==> config.mk <==
export PLATFORM = sky130hd
export DESIGN_NAME = uart_cmd_ctrl_flat
export DESIGN_NICKNAME = d
export VERILOG_FILES = /design/src/rtl/uart_cmd_ctrl_if.sv /design/src/rtl/uart_cmd_ctrl.sv /design/src/flat_wrapper.sv
export SDC_FILE = /design/constraint.sdc
export NUM_CORES = 1
export LEC_CHECK = 0
export CAP_MARGIN = 10
export CORE_ASPECT_RATIO = 2
export CORE_UTILIZATION = 55
export DETAILED_ROUTE_END_ITERATION = 10
export PLACE_DENSITY_LB_ADDON = 0.3
export SLEW_MARGIN = 10
export SYNTH_ARGS = -nofsm -noshare
export SYNTH_HDL_FRONTEND = slang
export SYNTH_SLANG_ARGS = --single-unit
export TNS_END_PERCENT = 100
==> constraint.sdc <==
create_clock -name clk -period 2.4 [get_ports clk]
set_input_delay 0.6 -clock clk [delete_from_list [all_inputs] [get_ports clk]]
set_output_delay 0.6 -clock clk [all_outputs]
set_load 0.01 [all_outputs]
==> src/rtl/uart_cmd_ctrl_if.sv <==
// Byte-level link between the UART receiver/transmitter, the command controller and the watch datapath.
// The master modport is the controller side; the slave modport is the UART/datapath side.
interface uart_cmd_ctrl_if;
    logic [7:0] rx_data;
    logic       rx_done;
    logic       tx_busy;
    logic       tx_start;
    logic [7:0] tx_data;
    logic       btn_run;
    logic       btn_clear;
    logic       btn_mode;
    logic       run_state;
    logic       cmd_err;
    logic       overrun;

    modport master (
        input  rx_data, rx_done, tx_busy,
        output tx_start, tx_data, btn_run, btn_clear, btn_mode, run_state, cmd_err, overrun
    );

    modport slave (
        output rx_data, rx_done, tx_busy,
        input  tx_start, tx_data, btn_run, btn_clear, btn_mode, run_state, cmd_err, overrun
    );
endinterface

==> src/rtl/uart_cmd_ctrl.sv <==
// Decodes received command bytes into one-cycle button pulses and echoes {byte|'?', LF} back out.
// Pulses one cycle after rx_done, first echo start one cycle later; one pending byte buffered, further bytes dropped with overrun.
module uart_cmd_ctrl #(
    parameter int ECHO_EN     = 1,
    parameter int ACK_TIMEOUT = 16
) (
    input  logic            clk,
    input  logic            reset,
    uart_cmd_ctrl_if.master bus
);
    typedef enum logic [2:0] {IDLE, DECODE, TX_START, TX_WAIT, TX_NEXT} state_t;

    localparam logic [7:0] CH_LF   = 8'h0A;
    localparam logic [7:0] CH_QM   = 8'h3F;
    localparam logic [4:0] TO_LAST = 5'(ACK_TIMEOUT - 1);

    state_t     state_q, state_d;
    logic [7:0] cmd_reg_q, cmd_reg_d;
    logic       cmd_bad_q, cmd_bad_d;
    logic [7:0] pend_q, pend_d;
    logic       pend_valid_q, pend_valid_d;
    logic       second_q, second_d;
    logic       seen_busy_q, seen_busy_d;
    logic [4:0] cnt_q, cnt_d;
    logic       tx_start_q, tx_start_d;
    logic [7:0] tx_data_q, tx_data_d;
    logic       btn_run_q, btn_run_d;
    logic       btn_clear_q, btn_clear_d;
    logic       btn_mode_q, btn_mode_d;
    logic       run_state_q, run_state_d;
    logic       cmd_err_q, cmd_err_d;
    logic       overrun_q, overrun_d;
    logic [7:0] pick;

    always_comb begin
        state_d      = state_q;
        cmd_reg_d    = cmd_reg_q;
        cmd_bad_d    = cmd_bad_q;
        pend_d       = pend_q;
        pend_valid_d = pend_valid_q;
        second_d     = second_q;
        seen_busy_d  = seen_busy_q;
        cnt_d        = cnt_q;
        tx_data_d    = tx_data_q;
        run_state_d  = run_state_q;
        tx_start_d   = 1'b0;
        btn_run_d    = 1'b0;
        btn_clear_d  = 1'b0;
        btn_mode_d   = 1'b0;
        cmd_err_d    = 1'b0;
        overrun_d    = 1'b0;
        pick         = pend_valid_q ? pend_q : bus.rx_data;

        if (state_q != IDLE && bus.rx_done) begin
            if (pend_valid_q) begin
                overrun_d = 1'b1;
            end else begin
                pend_d       = bus.rx_data;
                pend_valid_d = 1'b1;
            end
        end

        // tx_start is raised on the edge that enters TX_START so the request appears in that state's first cycle.
        unique case (state_q)
            IDLE: begin
                if (pend_valid_q || bus.rx_done) begin
                    cmd_reg_d    = pick;
                    cmd_bad_d    = 1'b0;
                    pend_valid_d = pend_valid_q && bus.rx_done;
                    if (pend_valid_q && bus.rx_done) pend_d = bus.rx_data;
                    state_d = DECODE;
                    case (pick)
                        8'h52, 8'h72: begin btn_run_d = 1'b1; run_state_d = !run_state_q; end
                        8'h43, 8'h63: begin btn_clear_d = 1'b1; run_state_d = 1'b0; end
                        8'h4D, 8'h6D: btn_mode_d = 1'b1;
                        default:      begin cmd_err_d = 1'b1; cmd_bad_d = 1'b1; end
                    endcase
                end
            end
            DECODE: begin
                if (ECHO_EN != 0) begin
                    state_d    = TX_START;
                    second_d   = 1'b0;
                    tx_data_d  = cmd_bad_q ? CH_QM : cmd_reg_q;
                    tx_start_d = !bus.tx_busy;
                end else begin
                    state_d = IDLE;
                end
            end
            TX_START: begin
                if (tx_start_q) begin
                    state_d     = TX_WAIT;
                    cnt_d       = 5'd0;
                    seen_busy_d = 1'b0;
                end else if (!bus.tx_busy) begin
                    tx_start_d = 1'b1;
                end
            end
            TX_WAIT: begin
                if (seen_busy_q) begin
                    if (!bus.tx_busy) state_d = TX_NEXT;
                end else if (bus.tx_busy) begin
                    seen_busy_d = 1'b1;
                end else if (cnt_q >= TO_LAST) begin
                    cmd_err_d = 1'b1;
                    state_d   = TX_NEXT;
                end else if (cnt_q != 5'h1F) begin
                    cnt_d = cnt_q + 5'd1;
                end
            end
            TX_NEXT: begin
                if (!second_q) begin
                    second_d   = 1'b1;
                    tx_data_d  = CH_LF;
                    state_d    = TX_START;
                    tx_start_d = !bus.tx_busy;
                end else begin
                    state_d = IDLE;
                end
            end
            default: state_d = IDLE;
        endcase
    end

    always_ff @(posedge clk or posedge reset) begin
        if (reset) begin
            state_q      <= IDLE;
            cmd_reg_q    <= 8'h00;
            cmd_bad_q    <= 1'b0;
            pend_q       <= 8'h00;
            pend_valid_q <= 1'b0;
            second_q     <= 1'b0;
            seen_busy_q  <= 1'b0;
            cnt_q        <= 5'd0;
            tx_start_q   <= 1'b0;
            tx_data_q    <= 8'h00;
            btn_run_q    <= 1'b0;
            btn_clear_q  <= 1'b0;
            btn_mode_q   <= 1'b0;
            run_state_q  <= 1'b0;
            cmd_err_q    <= 1'b0;
            overrun_q    <= 1'b0;
        end else begin
            state_q      <= state_d;
            cmd_reg_q    <= cmd_reg_d;
            cmd_bad_q    <= cmd_bad_d;
            pend_q       <= pend_d;
            pend_valid_q <= pend_valid_d;
            second_q     <= second_d;
            seen_busy_q  <= seen_busy_d;
            cnt_q        <= cnt_d;
            tx_start_q   <= tx_start_d;
            tx_data_q    <= tx_data_d;
            btn_run_q    <= btn_run_d;
            btn_clear_q  <= btn_clear_d;
            btn_mode_q   <= btn_mode_d;
            run_state_q  <= run_state_d;
            cmd_err_q    <= cmd_err_d;
            overrun_q    <= overrun_d;
        end
    end

    assign bus.tx_start  = tx_start_q;
    assign bus.tx_data   = tx_data_q;
    assign bus.btn_run   = btn_run_q;
    assign bus.btn_clear = btn_clear_q;
    assign bus.btn_mode  = btn_mode_q;
    assign bus.run_state = run_state_q;
    assign bus.cmd_err   = cmd_err_q;
    assign bus.overrun   = overrun_q;
endmodule

==> src/flat_wrapper.sv <==
// flat-port wrapper written by rule: the top's interface ports become plain ports
module uart_cmd_ctrl_flat 
#(
    parameter int ECHO_EN     = 1,
    parameter int ACK_TIMEOUT = 16
)
  (clk, reset, bus_rx_data, bus_rx_done, bus_tx_busy, bus_tx_start, bus_tx_data, bus_btn_run, bus_btn_clear, bus_btn_mode, bus_run_state, bus_cmd_err, bus_overrun);
  uart_cmd_ctrl_if bus_i ();
  input  logic clk;
  input  logic reset;
  input wire logic [$bits(bus_i.rx_data)-1:0] bus_rx_data;
  input wire logic [$bits(bus_i.rx_done)-1:0] bus_rx_done;
  input wire logic [$bits(bus_i.tx_busy)-1:0] bus_tx_busy;
  output wire logic [$bits(bus_i.tx_start)-1:0] bus_tx_start;
  output wire logic [$bits(bus_i.tx_data)-1:0] bus_tx_data;
  output wire logic [$bits(bus_i.btn_run)-1:0] bus_btn_run;
  output wire logic [$bits(bus_i.btn_clear)-1:0] bus_btn_clear;
  output wire logic [$bits(bus_i.btn_mode)-1:0] bus_btn_mode;
  output wire logic [$bits(bus_i.run_state)-1:0] bus_run_state;
  output wire logic [$bits(bus_i.cmd_err)-1:0] bus_cmd_err;
  output wire logic [$bits(bus_i.overrun)-1:0] bus_overrun;
  assign bus_i.rx_data = bus_rx_data;
  assign bus_i.rx_done = bus_rx_done;
  assign bus_i.tx_busy = bus_tx_busy;
  assign bus_tx_start = bus_i.tx_start;
  assign bus_tx_data = bus_i.tx_data;
  assign bus_btn_run = bus_i.btn_run;
  assign bus_btn_clear = bus_i.btn_clear;
  assign bus_btn_mode = bus_i.btn_mode;
  assign bus_run_state = bus_i.run_state;
  assign bus_cmd_err = bus_i.cmd_err;
  assign bus_overrun = bus_i.overrun;
  uart_cmd_ctrl #(.ECHO_EN(ECHO_EN), .ACK_TIMEOUT(ACK_TIMEOUT)) u_core (.clk(clk), .reset(reset), .bus(bus_i));
endmodule
# Word-level counts from Yosys, hierarchy flattened
# Cells that the tools add are included.
# classes
shifts	0
n_reduce_logical	20
add_sub_neg	1
mul	0
n_eq_ne	19
n_mux	52
magnitude_cmp	1
bitwise	0
n_div	0
# op_table
operator	count
$mux W8	7
$eq A8 B7 Y1 const B	6
$mux W1	25
$mux W5	5
$mux W3	6
$pmux W8 S2	1
$pmux W3 S5	1
$pmux W5 S2	1
$ne A2 B2 Y1 const B	4
$pmux W1 S2	4
$eq A3 B2 Y1 const B	2
$ne A2 B1 Y1 const B	3
$reduce_and A2 Y1	3
$reduce_and A6 Y1	1
$reduce_bool A2 Y1	3
$reduce_or A2 Y1	3
$reduce_or A6 Y1	1
$add A5 B1 Y5 const B	1
$ge A5 B4 Y1 const B	1
$ne A5 B5 Y1 const B	1
$reduce_and A4 Y1	1
$eq A3 B1 Y1 const B	1
$eq A3 B3 Y1 const B	1
$logic_not A3 Y1	1
8 further kinds	10
# totals
regBits	43
ram_bits	0
n_memories	0
rom_bits	0
out_inout_bits	15
word_cells	109
latchBits	0
inputBits	12

# Depth between registers and ports, before layout
# Gate-level depths: netlist of run 1.
# depth
ltp_word	6
depth_mapped	7
depth_no_buf	7

# Least setup slack after synthesis of run 1
# OpenSTA, ideal clock, no wires.
# synth_path
path_kind	reg-to-reg
startpoint	reg u_core.cnt_q[0]
endpoint	reg u_core.cnt_q[1]
slack_ps	467
path_buffers	0
period_less_slack_ps	1933
setup_ps	78
arrival_time_ps	1855
path_stages_with_launch	8
required_ps	2322
path_cell_list	dfrtp_1 > ha_1 > and3_1 > ha_1 > nor2_1 > nand3b_1 > or4_4 > o2bb2ai_1
# synth_between
elab_chain_len	6
word_cells_on_any_way	11
cone_classes	add/sub (1); order compare (1); eq/ne (3); mux (5); reduce/logical (1)
# synth_lines
element	line_no	text
from (decl)	uart_cmd_ctrl.sv:24	logic [4:0] cnt_q, cnt_d;
from (signal assigned)	uart_cmd_ctrl.sv:151	cnt_q <= cnt_d;
$add A5 B1 Y5	uart_cmd_ctrl.sv:108	cnt_d = cnt_q + 5'd1;
$mux W5	uart_cmd_ctrl.sv:107	end else if (cnt_q != 5'h1F) begin
$mux W5	uart_cmd_ctrl.sv:104	end else if (cnt_q >= TO_LAST) begin
$mux W5	uart_cmd_ctrl.sv:102	end else if (bus.tx_busy) begin
$mux W5	uart_cmd_ctrl.sv:100	if (seen_busy_q) begin
$pmux W5 S2	uart_cmd_ctrl.sv:64	unique case (state_q)
# Several ways; a longest one is shown, not always the timed one. The select of a mux whose other input is x is not followed.
# A chain may end at the register's enable or synchronous reset.

# Worst setup path after layout of run 1
# layout_path
startpoint	reg u_core.cnt_q[0]
endpoint	reg u_core.cnt_q[2]
# Same word-level chain as after synthesis.

==> key figures, run 1 <==
Synth
  – Syn Inst Count: 205
  – Register area share after synthesis: 0.492
  – Fraction of registers with async set or reset after synthesis: 1.00
  – Prevailing post-synth register cell: dfrtp_1
  – Number of distinct library cells after synthesis: 48
  – Syn_nets: 220
  – Avg Cell Area, Syn: 10.7 µm²
  – Compound-Gate Fraction of Synth Area: 0.134
  – Synth top area cells: dfrtp_1, mux2_1, mux2i_1
  – XOR/XNOR Fraction of Synth Area: 0.0195
  – Post-synthesis adder-cell area fraction: 0.0172
  – Yosys top cell by area: dfrtp_1
  – Synthesized flop and latch total: 43
  – Mapped cell area: ~0.0022 mm²
  – Post-synth EDFFs: 0
  – Yosys Warn Count: 0
  – Commonest cells in the netlist: dfrtp_1, nor2_1, nand2_1, a21oi_1, o21ai_1
  – Yosys top cell area share: 0.492
  – Post-synthesis simple-gate area fraction: 0.210
  – Mux share of post-synthesis cell area: 0.0875
  – Most frequent cell after synthesis: dfrtp_1
  – Largest family of logic cells by synthesized area: simple AND/OR/NAND/NOR gates

Power and ir drop
  – VDD IR-drop max: slightly below 0.9 mV
  – Pwr/cell area: 1250 mW/mm²
  – LEAKAGE: 0.00116 µW

Worst hold path
  – Hold Path Origin: u_core.bus.tx_data[1]$_DFFE_PP0P_
  – Hold depth: 2
  – Worst Hold Class: register to register
  – Hold EP: u_core.bus.tx_data[1]$_DFFE_PP0P_

CTS
  – Root Buffer: clkbuf_8
  – Total CTS buffers: 5
  – PostCTS Resize Cnt: 0
  – Clock Sinks: 43
  – Clock Latency Late Sink: approximately 0.29 ns
  – H-Tree Depth: 2
  – Post-CTS setup buffer count: 0
  – Clk pin slew, worst setup/hold paths: 0.08 ns
  – # hold bufs at CTS: 0
  – Maximum clock insertion buffer count: 2
  – CTS tree: yes

STA
  – Clock skew: 0.00716 ns
  – Fmax: 481 MHz
  – Unrepaired setup endpoints after global routing: no
  – Final worst path period need: 2.08 ns
  – Hold Fails Final Rpt: 0
  – Fin. max-slew vios: 0
  – Final TNS setup: 0 ns
  – Setup WS post-layout: around 0.32 ns
  – Slew headroom: 0.591
  – Final period util: 0.867
  – Final setup violating endpoints: 0
  – Worst-Margin Slew: ~0.61 ns

Job
  – Max_cap viols: 0

Critical path
  – Cell repeated most along the worst path: ha_1
  – Crit path cell chain: ha_1, and3_1, ha_1, nor2_1, nand3b_1, or4_4, o21ai_1
  – R2r endpoint: u_core.cnt_q[2]$_DFFE_PP0P_
  – Critical path class: register to register
  – Required @ worst endpoint: 2.62 ns
  – R2r worst-path depth: 7
  – Crit path depth: 7
  – Crit path DAT: 2.30 ns
  – Startpoint Class: register
  – Max stage delay on crit path: approximately 0.54 ns
  – Delay-heaviest family, CP: simple AND/OR/NAND/NOR gates
  – Crit path buf inv count: 0
  – Slowest cell on crit path: or4_4
  – CP max FO: 5
  – Worst reg2reg setup slack: around 0.32 ns
  – Reg2reg start: u_core.cnt_q[0]$_DFFE_PP0P_
  – CP endpoint kind: register

Floorplanning
  – DIE HEIGHT: between 90 and 100 µm
  – Initial Utilization: 0.569
  – Die width: 46.6 µm
  – Row count: 32
  – Core ar.: 0.00384 mm²
  – Die Outline Area: 0.00425 mm²
  – IO Pins: 27

Routing
  – Total length of routed wires: 4280 µm
  – Post-route ant nets: 0
  – Drt initial violations: 20
  – Vias after detailed routing: ~1600
  – Residual DRC: 0
  – WL/cell: 15.0 µm
  – Via density: 5.58
  – Drt first pass iters: 4

Global route
  – First-pass GRT wire length: 7350 µm
  – Congestion Overflow GR: 0
  – Pin count of the biggest net entering global routing: 44
  – Total GRT Usage: 0.239
  – Vias in the first global route: between 1500 and 2000
  – GR Util met2: 0.424
  – Initial antenna violation count: 0
  – Most crowded layer after global routing: met2
  – Global routing usage on met3: 0.0358
  – Met1 Use GR: 0.265

Final layout
  – Final Util: 0.673
  – Area growth syn-to-layout: 18.3%
  – FF+latch area: between 0.001 and 0.0015 mm²
  – Layout cell share with drive strength beyond 1: 0.0894
  – Cell area after layout: 0.00259 mm²
  – Fill cells: 334
  – Final nets: 249
  – Antenna cells: 0
  – Area of the multi-input gates: 0.00102 mm²

Status
  – Run status: complete, no violations

Placed design
  – Post-DP HPWL: 3140 µm
  – Worst slack, placed: between 0.2 and 0.3 ns
  – Placed cell areas: 0.00247 mm²
  – Gp weighted congestion: 0.797
  – # port buffers: 26
## kinds of logic after synthesis
group                    count (synthesis)
XOR/XNOR                                 4
buffers and inverters                   13
flip-flops                              43
adder cells (fa/ha/maj)                  3
AND/OR/NAND/NOR                         79
AO/OA/AOI/OAI                           45
multiplexers                            18
## where the power goes
part	internal, µW	leakage (µW)	switching, µW
clock network	337	0.0000612	246
logic	680	0.000575	606
registers	1030	0.000525	339
## metrics by stage
step | hold WS, ns | power [µW] | cells
finish | 0.477 | 3240 | 286
global route | 0.512 | 3490 | 286
CTS | 0.480 | 3270 | 286
detailed placement | 0.456 | 2680 | 278
global placement | 0.449 | 2620 | 278
floorplan | 0.464 | 2280 | 205
## layer usage
layer	part of all wire	wire [µm]
met4	0.019	83
met5	0	0
met2	0.58	2500
met3	0.017	72
met1	0.38	1620
## state kept, by name, summed over array words and instances, names as in the netlist
signal,count
u_core.pend_valid_q,1
u_core.bus.cmd_err,1
u_core.bus.tx_start,1
u_core.bus.btn_clear,1
u_core.second_q,1
u_core.cmd_bad_q,1
u_core.seen_busy_q,1
u_core.state_q,3
u_core.bus.run_state,1
u_core.bus.btn_run,1
u_core.bus.btn_mode,1
u_core.bus.overrun,1
u_core.cnt_q,5
u_core.cmd_reg_q,8
u_core.bus.tx_data,8
u_core.pend_q,8
## worst max-delay path by stage
| stage | startpoint | slack (ns) | end |
|---|---|---|---|
| 2_1_floorplan | u_core.cnt_q[0]$_DFFE_PP0P_ | 0.47 | u_core.cnt_q[1]$_DFFE_PP0P_ |
| 3_3_place_gp | bus_rx_data[6] | 0.31 | u_core.bus.cmd_err$_DFF_PP0_ |
| 3_5_place_dp | bus_rx_data[6] | 0.27 | u_core.cmd_bad_q$_DFFE_PP0P_ |
| 4_1_cts | u_core.cnt_q[0]$_DFFE_PP0P_ | 0.30 | u_core.cnt_q[2]$_DFFE_PP0P_ |
| 5_1_grt | u_core.cnt_q[0]$_DFFE_PP0P_ | 0.19 | u_core.cnt_q[4]$_DFFE_PP0P_ |
| 6_report | u_core.cnt_q[0]$_DFFE_PP0P_ | 0.32 | u_core.cnt_q[2]$_DFFE_PP0P_ |
## placed cells by master, fill, tap and decap left out, types with 2 or more instances in the layout
cell type,count
o2bb2ai_1,2
clkbuf_8,6
o21ai_0,4
o211ai_1,2
nor2b_1,3
a21oi_1,12
o31ai_1,2
xor2_1,2
mux2_1,9
o22a_1,2
and2b_1,4
dfrtp_1,43
clkdlybuf4s50_1,26
nor3b_1,5
or2_1,2
ha_1,3
a31oi_1,2
nor2_1,20
o21ai_1,11
buf_4,3
mux2i_1,9
nand3_1,6
nand2_1,16
nand3b_1,4
nor3_1,4
nand2b_1,3
inv_1,6
## area by class of cell
type	instances	share of cell area
clock buffer	6	0.0319
multi-input combinational	149	0.396
inverter	6	0.00870
timing repair buffer	29	0.109
tap	51	0.0247
sequential	43	0.416
clock inverter	2	0.0135
## worst reg2reg max path, delay by kind of cell, from the launching register on
family	cells	cell delay [ns]
fa+ha+maj	2	0.43
flops	1	0.42
simple gates	4	0.99
compound gates	1	0.16
Note: power is estimated with default switching activity, not from simulation.
==> inputs of run 2 (changes only) <==
CTS_CLUSTER_SIZE = 8   (was default)
SLEW_MARGIN = 20   (was 10)
==> results of run 2 <==
No change in the layout: final DEF, timing and power equal those of run 1.
==> inputs of run 3 (changes only) <==
CAP_MARGIN = 20   (was 10)
==> results of run 3 <==
No change in the layout: final DEF, timing and power equal those of run 1.
